===== config.mk =====
export PLATFORM = sky130hd
export DESIGN_NAME = tank_hit_detector_flat
export DESIGN_NICKNAME = d
export VERILOG_FILES = /design/src/rtl/tank_hit_detector_if.sv /design/src/rtl/tank_hit_detector.sv /design/src/flat_wrapper.sv
export SDC_FILE = /design/constraint.sdc
export NUM_CORES = 1
export LEC_CHECK = 0
export BUFFER_PORTS_ARGS = -buffer_cell sky130_fd_sc_hd__buf_2
export CAP_MARGIN = 20
export CORE_MARGIN = 2
export CORE_UTILIZATION = 56
export CTS_CLUSTER_DIAMETER = 100
export DETAILED_ROUTE_END_ITERATION = 12
export PLACE_DENSITY = 0.9
export SLEW_MARGIN = 40
export SYNTH_ARGS = -nofsm -noshare
export SYNTH_HDL_FRONTEND = slang
export SYNTH_SLANG_ARGS = --single-unit

===== constraint.sdc =====
create_clock -name clk -period 5.05 [get_ports clk]
set_input_delay 1.01 -clock clk [delete_from_list [all_inputs] [get_ports clk]]
set_output_delay 1.01 -clock clk [all_outputs]
set_load 0.01 [all_outputs]

===== src/rtl/tank_hit_detector_if.sv =====
// Bundles the pixel-path inputs and the icon-block handshake of one tank hit detector.
// master: the driving side (timing generator / icon block); slave: the detector.
interface tank_hit_detector_if;
    logic [11:0] pixel_column;
    logic [11:0] pixel_row;
    logic [1:0]  tank_icon;
    logic [1:0]  shell_icon;
    logic        burst;
    logic        tank_reset;
    logic        hit;
    logic        shell_clear;
    logic [7:0]  hit_count;
    logic        busy;

    modport master (
        output pixel_column, pixel_row, tank_icon, shell_icon, burst, tank_reset,
        input  hit, shell_clear, hit_count, busy
    );

    modport slave (
        input  pixel_column, pixel_row, tank_icon, shell_icon, burst, tank_reset,
        output hit, shell_clear, hit_count, busy
    );
endinterface


===== src/rtl/tank_hit_detector.sv =====
// Counts tank/projectile pixel overlap per frame, fires a one-cycle hit at frame end,
// then locks out until the icon block finishes its burst and requests a respawn.
module tank_hit_detector #(
    parameter int unsigned H_LAST        = 1023,
    parameter int unsigned V_LAST        = 767,
    parameter int unsigned OVERLAP_MIN   = 4,
    parameter int unsigned BURST_TIMEOUT = 1024
) (
    input  logic                clk,
    input  logic                reset,
    tank_hit_detector_if.slave  bus
);

    typedef enum logic [1:0] {
        ARMED      = 2'd0,
        FIRE       = 2'd1,
        WAIT_BURST = 2'd2,
        BURSTING   = 2'd3
    } state_t;

    state_t      state_r;
    state_t      next_state_s;
    logic [1:0]  rst_sync_r;
    logic        run_s;
    logic        ov_s;
    logic        fe_s;
    logic [10:0] total_s;
    logic        fire_s;
    logic [9:0]  ov_cnt_r;
    logic [15:0] timer_r;
    logic        hit_s;
    logic        busy_s;
    logic        hit_r;
    logic        shell_clear_r;
    logic        busy_r;
    logic [7:0]  hit_count_r;

    assign run_s   = rst_sync_r[1];
    assign ov_s    = (bus.tank_icon != 2'd0) && (bus.shell_icon != 2'd0);
    assign fe_s    = (bus.pixel_column == 12'(H_LAST)) && (bus.pixel_row == 12'(V_LAST));
    // The overlap on the frame-end pixel itself still belongs to the closing frame.
    assign total_s = {1'b0, ov_cnt_r} + {10'd0, ov_s};
    assign fire_s  = fe_s && (total_s >= 11'(OVERLAP_MIN));

    // Two-flop synchroniser on reset release; the FSM stays ARMED until it completes.
    always_ff @(posedge clk or negedge reset) begin
        if (!reset) begin
            rst_sync_r <= 2'b00;
        end else begin
            rst_sync_r <= {rst_sync_r[0], 1'b1};
        end
    end

    // Per-frame overlap counter, saturating, cleared after every frame end.
    always_ff @(posedge clk or negedge reset) begin
        if (!reset) begin
            ov_cnt_r <= 10'd0;
        end else if (fe_s) begin
            ov_cnt_r <= 10'd0;
        end else if (ov_s && (ov_cnt_r != 10'd1023)) begin
            ov_cnt_r <= ov_cnt_r + 10'd1;
        end else begin
            ov_cnt_r <= ov_cnt_r;
        end
    end

    // Burst timeout: loaded while firing, counts down while waiting for the burst.
    always_ff @(posedge clk or negedge reset) begin
        if (!reset) begin
            timer_r <= 16'd0;
        end else if (state_r == FIRE) begin
            timer_r <= 16'(BURST_TIMEOUT);
        end else if ((state_r == WAIT_BURST) && !bus.burst && !bus.tank_reset
                     && (timer_r != 16'd0)) begin
            timer_r <= timer_r - 16'd1;
        end else begin
            timer_r <= timer_r;
        end
    end

    // FSM state register.
    always_ff @(posedge clk or negedge reset) begin
        if (!reset) begin
            state_r <= ARMED;
        end else begin
            state_r <= next_state_s;
        end
    end

    // FSM next-state logic; burst wins over a coinciding timeout.
    always_comb begin
        next_state_s = state_r;
        case (state_r)
            ARMED: begin
                if (run_s && fire_s) begin
                    next_state_s = FIRE;
                end else begin
                    next_state_s = ARMED;
                end
            end
            FIRE: begin
                next_state_s = WAIT_BURST;
            end
            WAIT_BURST: begin
                if (bus.burst) begin
                    next_state_s = BURSTING;
                end else if (bus.tank_reset) begin
                    next_state_s = ARMED;
                end else if (timer_r == 16'd0) begin
                    next_state_s = ARMED;
                end else begin
                    next_state_s = WAIT_BURST;
                end
            end
            BURSTING: begin
                if (bus.tank_reset) begin
                    next_state_s = ARMED;
                end else begin
                    next_state_s = BURSTING;
                end
            end
            default: begin
                next_state_s = ARMED;
            end
        endcase
    end

    // FSM output decode from the next state, so the registered outputs align with the state.
    always_comb begin
        hit_s  = 1'b0;
        busy_s = 1'b0;
        if (next_state_s == FIRE) begin
            hit_s = 1'b1;
        end else begin
            hit_s = 1'b0;
        end
        if (next_state_s != ARMED) begin
            busy_s = 1'b1;
        end else begin
            busy_s = 1'b0;
        end
    end

    // Registered outputs and the saturating hit counter.
    always_ff @(posedge clk or negedge reset) begin
        if (!reset) begin
            hit_r         <= 1'b0;
            shell_clear_r <= 1'b0;
            busy_r        <= 1'b0;
            hit_count_r   <= 8'd0;
        end else begin
            hit_r         <= hit_s;
            shell_clear_r <= hit_s;
            busy_r        <= busy_s;
            if ((state_r == FIRE) && (hit_count_r != 8'd255)) begin
                hit_count_r <= hit_count_r + 8'd1;
            end else begin
                hit_count_r <= hit_count_r;
            end
        end
    end

    assign bus.hit         = hit_r;
    assign bus.shell_clear = shell_clear_r;
    assign bus.busy        = busy_r;
    assign bus.hit_count   = hit_count_r;

endmodule


===== src/flat_wrapper.sv =====
// flat-port wrapper written by rule: the top's interface ports become plain ports
module tank_hit_detector_flat 
#(
    parameter int unsigned H_LAST        = 1023,
    parameter int unsigned V_LAST        = 767,
    parameter int unsigned OVERLAP_MIN   = 4,
    parameter int unsigned BURST_TIMEOUT = 1024
)
  (clk, reset, bus_pixel_column, bus_pixel_row, bus_tank_icon, bus_shell_icon, bus_burst, bus_tank_reset, bus_hit, bus_shell_clear, bus_hit_count, bus_busy);
  tank_hit_detector_if bus_i ();
  input  logic clk;
  input  logic reset;
  input wire logic [$bits(bus_i.pixel_column)-1:0] bus_pixel_column;
  input wire logic [$bits(bus_i.pixel_row)-1:0] bus_pixel_row;
  input wire logic [$bits(bus_i.tank_icon)-1:0] bus_tank_icon;
  input wire logic [$bits(bus_i.shell_icon)-1:0] bus_shell_icon;
  input wire logic [$bits(bus_i.burst)-1:0] bus_burst;
  input wire logic [$bits(bus_i.tank_reset)-1:0] bus_tank_reset;
  output wire logic [$bits(bus_i.hit)-1:0] bus_hit;
  output wire logic [$bits(bus_i.shell_clear)-1:0] bus_shell_clear;
  output wire logic [$bits(bus_i.hit_count)-1:0] bus_hit_count;
  output wire logic [$bits(bus_i.busy)-1:0] bus_busy;
  assign bus_i.pixel_column = bus_pixel_column;
  assign bus_i.pixel_row = bus_pixel_row;
  assign bus_i.tank_icon = bus_tank_icon;
  assign bus_i.shell_icon = bus_shell_icon;
  assign bus_i.burst = bus_burst;
  assign bus_i.tank_reset = bus_tank_reset;
  assign bus_hit = bus_i.hit;
  assign bus_shell_clear = bus_i.shell_clear;
  assign bus_hit_count = bus_i.hit_count;
  assign bus_busy = bus_i.busy;
  tank_hit_detector #(.H_LAST(H_LAST), .V_LAST(V_LAST), .OVERLAP_MIN(OVERLAP_MIN), .BURST_TIMEOUT(BURST_TIMEOUT)) u_core (.clk(clk), .reset(reset), .bus(bus_i));
endmodule

==> out/metrics.yaml, run 1 <==
setup_path:
  worstSetupPathType: "input pin to flip-flop"
  critPathLaunchType: "input pin"
  crit_fanout: 5
  worst_ep_required_time_ps: 5230
  rr_worst_depth: 7
  cp-end-kind: "flip-flop"
  arrival_ps: 3020
  r2r_start: "u_core.ov_cnt_r[0]$_DFFE_PN0P_"
  cp-startpoint: "bus_tank_icon[1]"
yosys:
  synthXorXnorAreaFrac_pct: 9.060
  synth_seq_cells: 40
  synth_top_family_by_area: "simple AND/OR/NAND/NOR gates"
  synth_cells: 227
  async_reset_ff_share_pct: 100.0
  synth_fp_nets: 264
  synth-edff-count: 0
  syn-cell-area_mm2: 0.002223
  synth-compound-area-share_pct: 7.485
  yosys.area_share.simple_pct: 28.70
  ys_warn_count: 0
  synth_flop_cell: "dfrtp_1"
  ys_seq_area_share_pct: 45.02
  avgSynthCellArea_um2: 9.795
  synthMuxAreaShare_pct: 3.658
  synth_fa_ha_area_share_pct: 2.814
  ys_types: 50
sta:
  setup_viol: 0
  rsz0062_at_grt: "false"
  fin_crit_sh_pct: 56.26
  fmax_ghz: 0.3520
  finalSetupTns_ps: 0
  slew_violations: 0
  relSlewSlack_pct: 50.05
  final.setup_skew_ps: 4.328
  fin_ws_ps: 2209
  hold_viol_final: 0
  worst_pin_slew_ps: 747.7
  fin_crit_ps: 2841
clocking:
  cts_buffers: 5
  clk_pin_slew_ps: 70
  cts_buffer_depth: 2
  clkLatencyLatePin_ps: 290
  tritoncts: "yes"
  ctsResizeCount: 0
  post_cts_buffers: 0
  root_buffer: "clkbuf_8"
  hold_buffers: 0
  cts_max_level: 2
  cts.sinks: 40
floorplanning:
  core-area_mm2: 0.003744
  row_count: 22
  io-pin-count: 43
  die_area_mm2: 0.004490
  die_x_um: 67.01
  start_util_pct: 59.39
  die_h_um: 67.01
pwr:
  p_int_uw: 756.4
  p_sw_uw: 454.5
  p_leak_nw: 1.172
  pwr_density_cell_mw_per_mm2: 473.3
  clkPwrFrac_pct: 20.9
  p_total_mw: 1.211
  vdd_drop_max_mv: 0.2813
  pwr-share-comb_pct: 33.7
  swShare_pct: 37.53
  sequentialPowerShare_pct: 45.4
finish:
  antenna_cells: 0
  area_growth_pct: 15.08
  fill_cells: 311
  drive_above_1_share_pct: 22.47
  final_common_cell: "buf_2"
  layout_common_cells: "buf_2 (41), dfrtp_1 (40), nor2_1 (22)"
  final_nets: 303
global_routing:
  grt_start_max_net_pins: 41
  track_usage_pct: 23.11
  grt_pass1_vias: 1850
  grt_pass1_wl_um: 7866
  grt_overflow: 0
  antenna_found_initial: 0
placement:
  place_ws_ps: 1912
  io_buffers: 42
  hpwl_um: 3226
  place_congestion: 0.8947
min_path:
  hold_depth: 0
  min_path_type: "flip-flop to flip-flop"
  worstHoldStart: "u_core.rst_sync_r[0]$_DFF_PN0_"
routing:
  routedWlPerCell_um: 13.74
  dr.pass1.iters: 4
  via_per_inst: 5.717
  drt_iter0_markers: 103
  routed_wl_um: 4328
  drc: 0
  ant_nets: 0
  via_count: 1801
flow_run:
  cap_viol_max_count: 0
status:
  status: "finished clean"
## worst paths after layout
check | end | slack (ps)
max | u_core.bus.busy$_DFF_PN0_ | 2210
min | u_core.rst_sync_r[1]$_DFF_PN0_ | 350
max reg2reg | u_core.bus.busy$_DFF_PN0_ | 2810
min reg2reg | u_core.rst_sync_r[1]$_DFF_PN0_ | 350
max in group asynchronous | u_core.timer_r[4]$_DFFE_PN0P_ | 4040
min in group asynchronous | u_core.bus.busy$_DFF_PN0_ | 670
## metal layers
| metal | track usage [%] | part of all wire [%] |
|---|---|---|
| met5 | 0 | 0 |
| met4 | 9.439 | 0.90 |
| met3 | 5.574 | 4.4 |
| met2 | 40.59 | 51 |
| met1 | 26.70 | 44 |
## cells in the mapped netlist (4+ instances only)
library cell | number | share of area (%)
inv_1 | 5 | 0.84
or4_1 | 4 | 1.4
or3_1 | 4 | 1.1
nand3_1 | 9 | 2.0
xor2_1 | 10 | 3.9
nand2_1 | 17 | 2.9
clkbuf_1 | 6 | 1.0
dfrtp_1 | 40 | 45
and3_1 | 8 | 2.3
a31oi_1 | 5 | 1.4
nand4b_1 | 5 | 2.0
nor3_1 | 5 | 1.1
xnor2_1 | 13 | 5.1
nand4_1 | 9 | 2.5
nor4_1 | 6 | 1.7
mux2i_1 | 7 | 3.2
a21oi_1 | 7 | 1.6
nor2_1 | 22 | 3.7
ha_1 | 5 | 2.8
## worst max-delay path, stage by stage
cell     delay [ps]
buf_2           100
o22a_1          220
ha_1            210
ha_1            230
or3_1           370
a21oi_1         140
a31oi_1          90
o311a_1         330
or2_2           300
## power groups by stage
stage	Combinational [mW]	Clock, mW	Sequential, mW
2_1_floorplan	0.349	0	0.503
3_3_place_gp	0.391	0	0.546
6_report	0.409	0.253	0.550
3_5_place_dp	0.409	0	0.554
5_1_grt	0.469	0.270	0.569
4_1_cts	0.412	0.256	0.548
## cells by family after synthesis
kind of cell,Yosys count
XOR/XNOR,23
buffers and inverters,15
other,1
multiplexers,8
AND/OR/NAND/NOR,110
flip-flops,40
adder cells (fa/ha/maj),5
AO/OA/AOI/OAI,25
## registers in the layout (all words and copies together) (netlist names)
signal and count:
u_core.timer_r 16, u_core.ov_cnt_r 10, u_core.bus.hit_count 8, u_core.rst_sync_r 2, u_core.state_r 2, u_core.bus.busy 1
u_core.bus.hit 1
## through the flow
step	cell area, µm²	utilization, %	hold slack (ps)	std cells
floorplan	2223	-	331.2	227
global placement	2444	65.27	343.0	307
detailed placement	2451	65.47	339.6	307
CTS	2559	68.35	356.5	315
global route	2559	68.35	364.3	315
finish	2559	68.35	353.1	315
## layout make-up
type / count / area [µm²] / area share, %
Multi-Input combinational cell: 172 / 1159 / 45.28
Sequential cell: 40 / 1001 / 39.12
Timing Repair Buffer: 42 / 212.7 / 8.313
Clock buffer: 6 / 72.57 / 2.836
Tap cell: 48 / 60.06 / 2.347
Clock inverter: 2 / 35.03 / 1.369
Inverter: 5 / 18.77 / 0.7335
Power figures use the tool's default switching activity.
==> run 2: changes to the inputs <==
Settings changed: CORE_UTILIZATION 56 to 55, PLACE_DENSITY 0.9 to 0.88.
Clock period 5.05 ns to 2.9 ns, I/O delays scaled along.
==> out/metrics.yaml, run 2 (same netlist as run 1, synthesis figures left out) <==
placement:
  hpwl_um: 3288
  io_buffers: 42
  place_congestion: 0.9290
  dpl-instance-area_mm2: 0.002464
  place_ws_ps: 152.8
routing:
  via_per_inst: 5.639
  drt_iter0_markers: 97
  dr.pass1.iters: 4
  via_count: 1799
  routed_wl_um: 4371
  ant_nets: 0
  routedWlPerCell_um: 13.70
  met3_wirelength_um: 124
  drc: 0
  met1Wirelength_um: 1898
  met2WireLength_um: 2334
  route.top_layer_used: "met4"
floorplanning:
  die_h_um: 67.58
  core-area_mm2: 0.003943
  row_count: 23
  start_util_pct: 56.39
  io-pin-count: 43
  die_x_um: 67.58
  die_area_mm2: 0.004567
sta:
  rsz0062_at_grt: "false"
  relSlewSlack_pct: 50.23
  hold_viol_final: 0
  slew_violations: 0
  fmax_ghz: 0.4093
  setup_viol: 0
  final.setup_skew_ps: 9.681
  finalSetupTns_ps: 0
  fin_ws_ps: 456.5
  worst_pin_slew_ps: 745.0
  fin_crit_sh_pct: 84.26
  fin_crit_ps: 2443
global_routing:
  grt_start_max_net_pins: 41
  grt_overflow: 0
  grt_pass1_vias: 1900
  antenna_found_initial: 0
  track_usage_pct: 22.52
  grt_pass1_wl_um: 7921
setup_path:
  path_cells: "buf_2 -> o22a_1 -> ha_1 -> ha_1 -> or3_1 -> a21oi_1 -> a31oi_1 -> o311a_1 -> or2_2"
  cp-end-kind: "flip-flop"
  slowest_stage: "or3_1"
  cp_top_family: "compound AO/OA/AOI/OAI gates"
  cp_num_buf_inv: 1
  cpPeakStageDelay_ps: 380
  arrival_ps: 2620
  crit_fanout: 5
  critPathLaunchType: "input pin"
  regToRegSetupSlack_ps: 630
  worstSetupPathType: "input pin to flip-flop"
  worst_ep_required_time_ps: 3080
  critPathMostFrequentCell: "ha_1"
finish:
  antenna_cells: 0
  top_register: "u_core.timer_r"
  largest_reg_flops: 16
  fin_area_mm2: 0.002585
  fin_util_pct: 65.57
  final-seq-area_mm2: 0.001001
  layout_common_cells: "buf_2 (41), dfrtp_1 (40), nor2_1 (22)"
  fill_cells: 300
  area_growth_pct: 16.26
  drive_above_1_share_pct: 23.05
  final_common_cell: "buf_2"
  final_nets: 305
  multi_input_area_mm2: 0.001154
clocking:
  cts_buffers: 5
  post_cts_buffers: 0
  cts.sinks: 40
  cts_buffer_depth: 2
  ctsResizeCount: 0
  clkLatencyLatePin_ps: 290
  tritoncts: "yes"
  clk_pin_slew_ps: 80
  cts_max_level: 2
  hold_buffers: 0
  root_buffer: "clkbuf_8"
status:
  status: "finished clean"
min_path:
  min_path_type: "input pin to async pin"
pwr:
  p_leak_nw: 1.189
  vdd_drop_max_mv: 0.5287
  pwr_density_cell_mw_per_mm2: 830.2
  p_total_mw: 2.146
flow_run:
  cap_viol_max_count: 0
==> run 2: cell count changes in the layout (fill, tap and decap cells not counted), sizes merged <==
| cell | delta |
|---|---|
| buf | +2 |
==> run 2: power by group <==
part / internal, mW / switching (mW) / leakage (nW)
Clock: 0.281 / 0.198 / 0.0614
Sequential: 0.723 / 0.230 / 0.517
Combinational: 0.341 / 0.373 / 0.611
Total: 1.35 / 0.801 / 1.19
==> run 2: final timing paths <==
path,depth (start not counted),endpoint,start
min in group clk,0,u_core.rst_sync_r[1]$_DFF_PN0_,u_core.rst_sync_r[0]$_DFF_PN0_
hold / removal,1,u_core.ov_cnt_r[0]$_DFFE_PN0P_,reset
max in group asynchronous,1,u_core.timer_r[4]$_DFFE_PN0P_,reset
setup / recovery,9,u_core.bus.busy$_DFF_PN0_,bus_tank_icon[1]
hold reg to reg,0,u_core.rst_sync_r[1]$_DFF_PN0_,u_core.rst_sync_r[0]$_DFF_PN0_
setup reg to reg,7,u_core.bus.busy$_DFF_PN0_,u_core.ov_cnt_r[0]$_DFFE_PN0P_
==> run 2: through the flow <==
step           hold WS (ps)  instances
2_1_floorplan         284.4        227
3_3_place_gp          350.5        311
3_5_place_dp          348.4        311
4_1_cts               267.0        319
5_1_grt               288.9        319
6_report              253.8        319
==> run 2: routing by layer <==
metal	vias to the layer above	track usage (%)
li1	907	-
met1	863	27.25
met3	2	5.500
met2	27	38.97
met5	-	0
met4	0	7.653
==> run 2: final cells by class <==
cell class                 instances  area share, %
inverter                           5         0.7260
multi-input combinational        172          44.63
tap                               50          2.420
timing repair buffer              44          8.809
clock inverter                     2          1.500
sequential                        40          38.72
clock buffer                       6          3.195
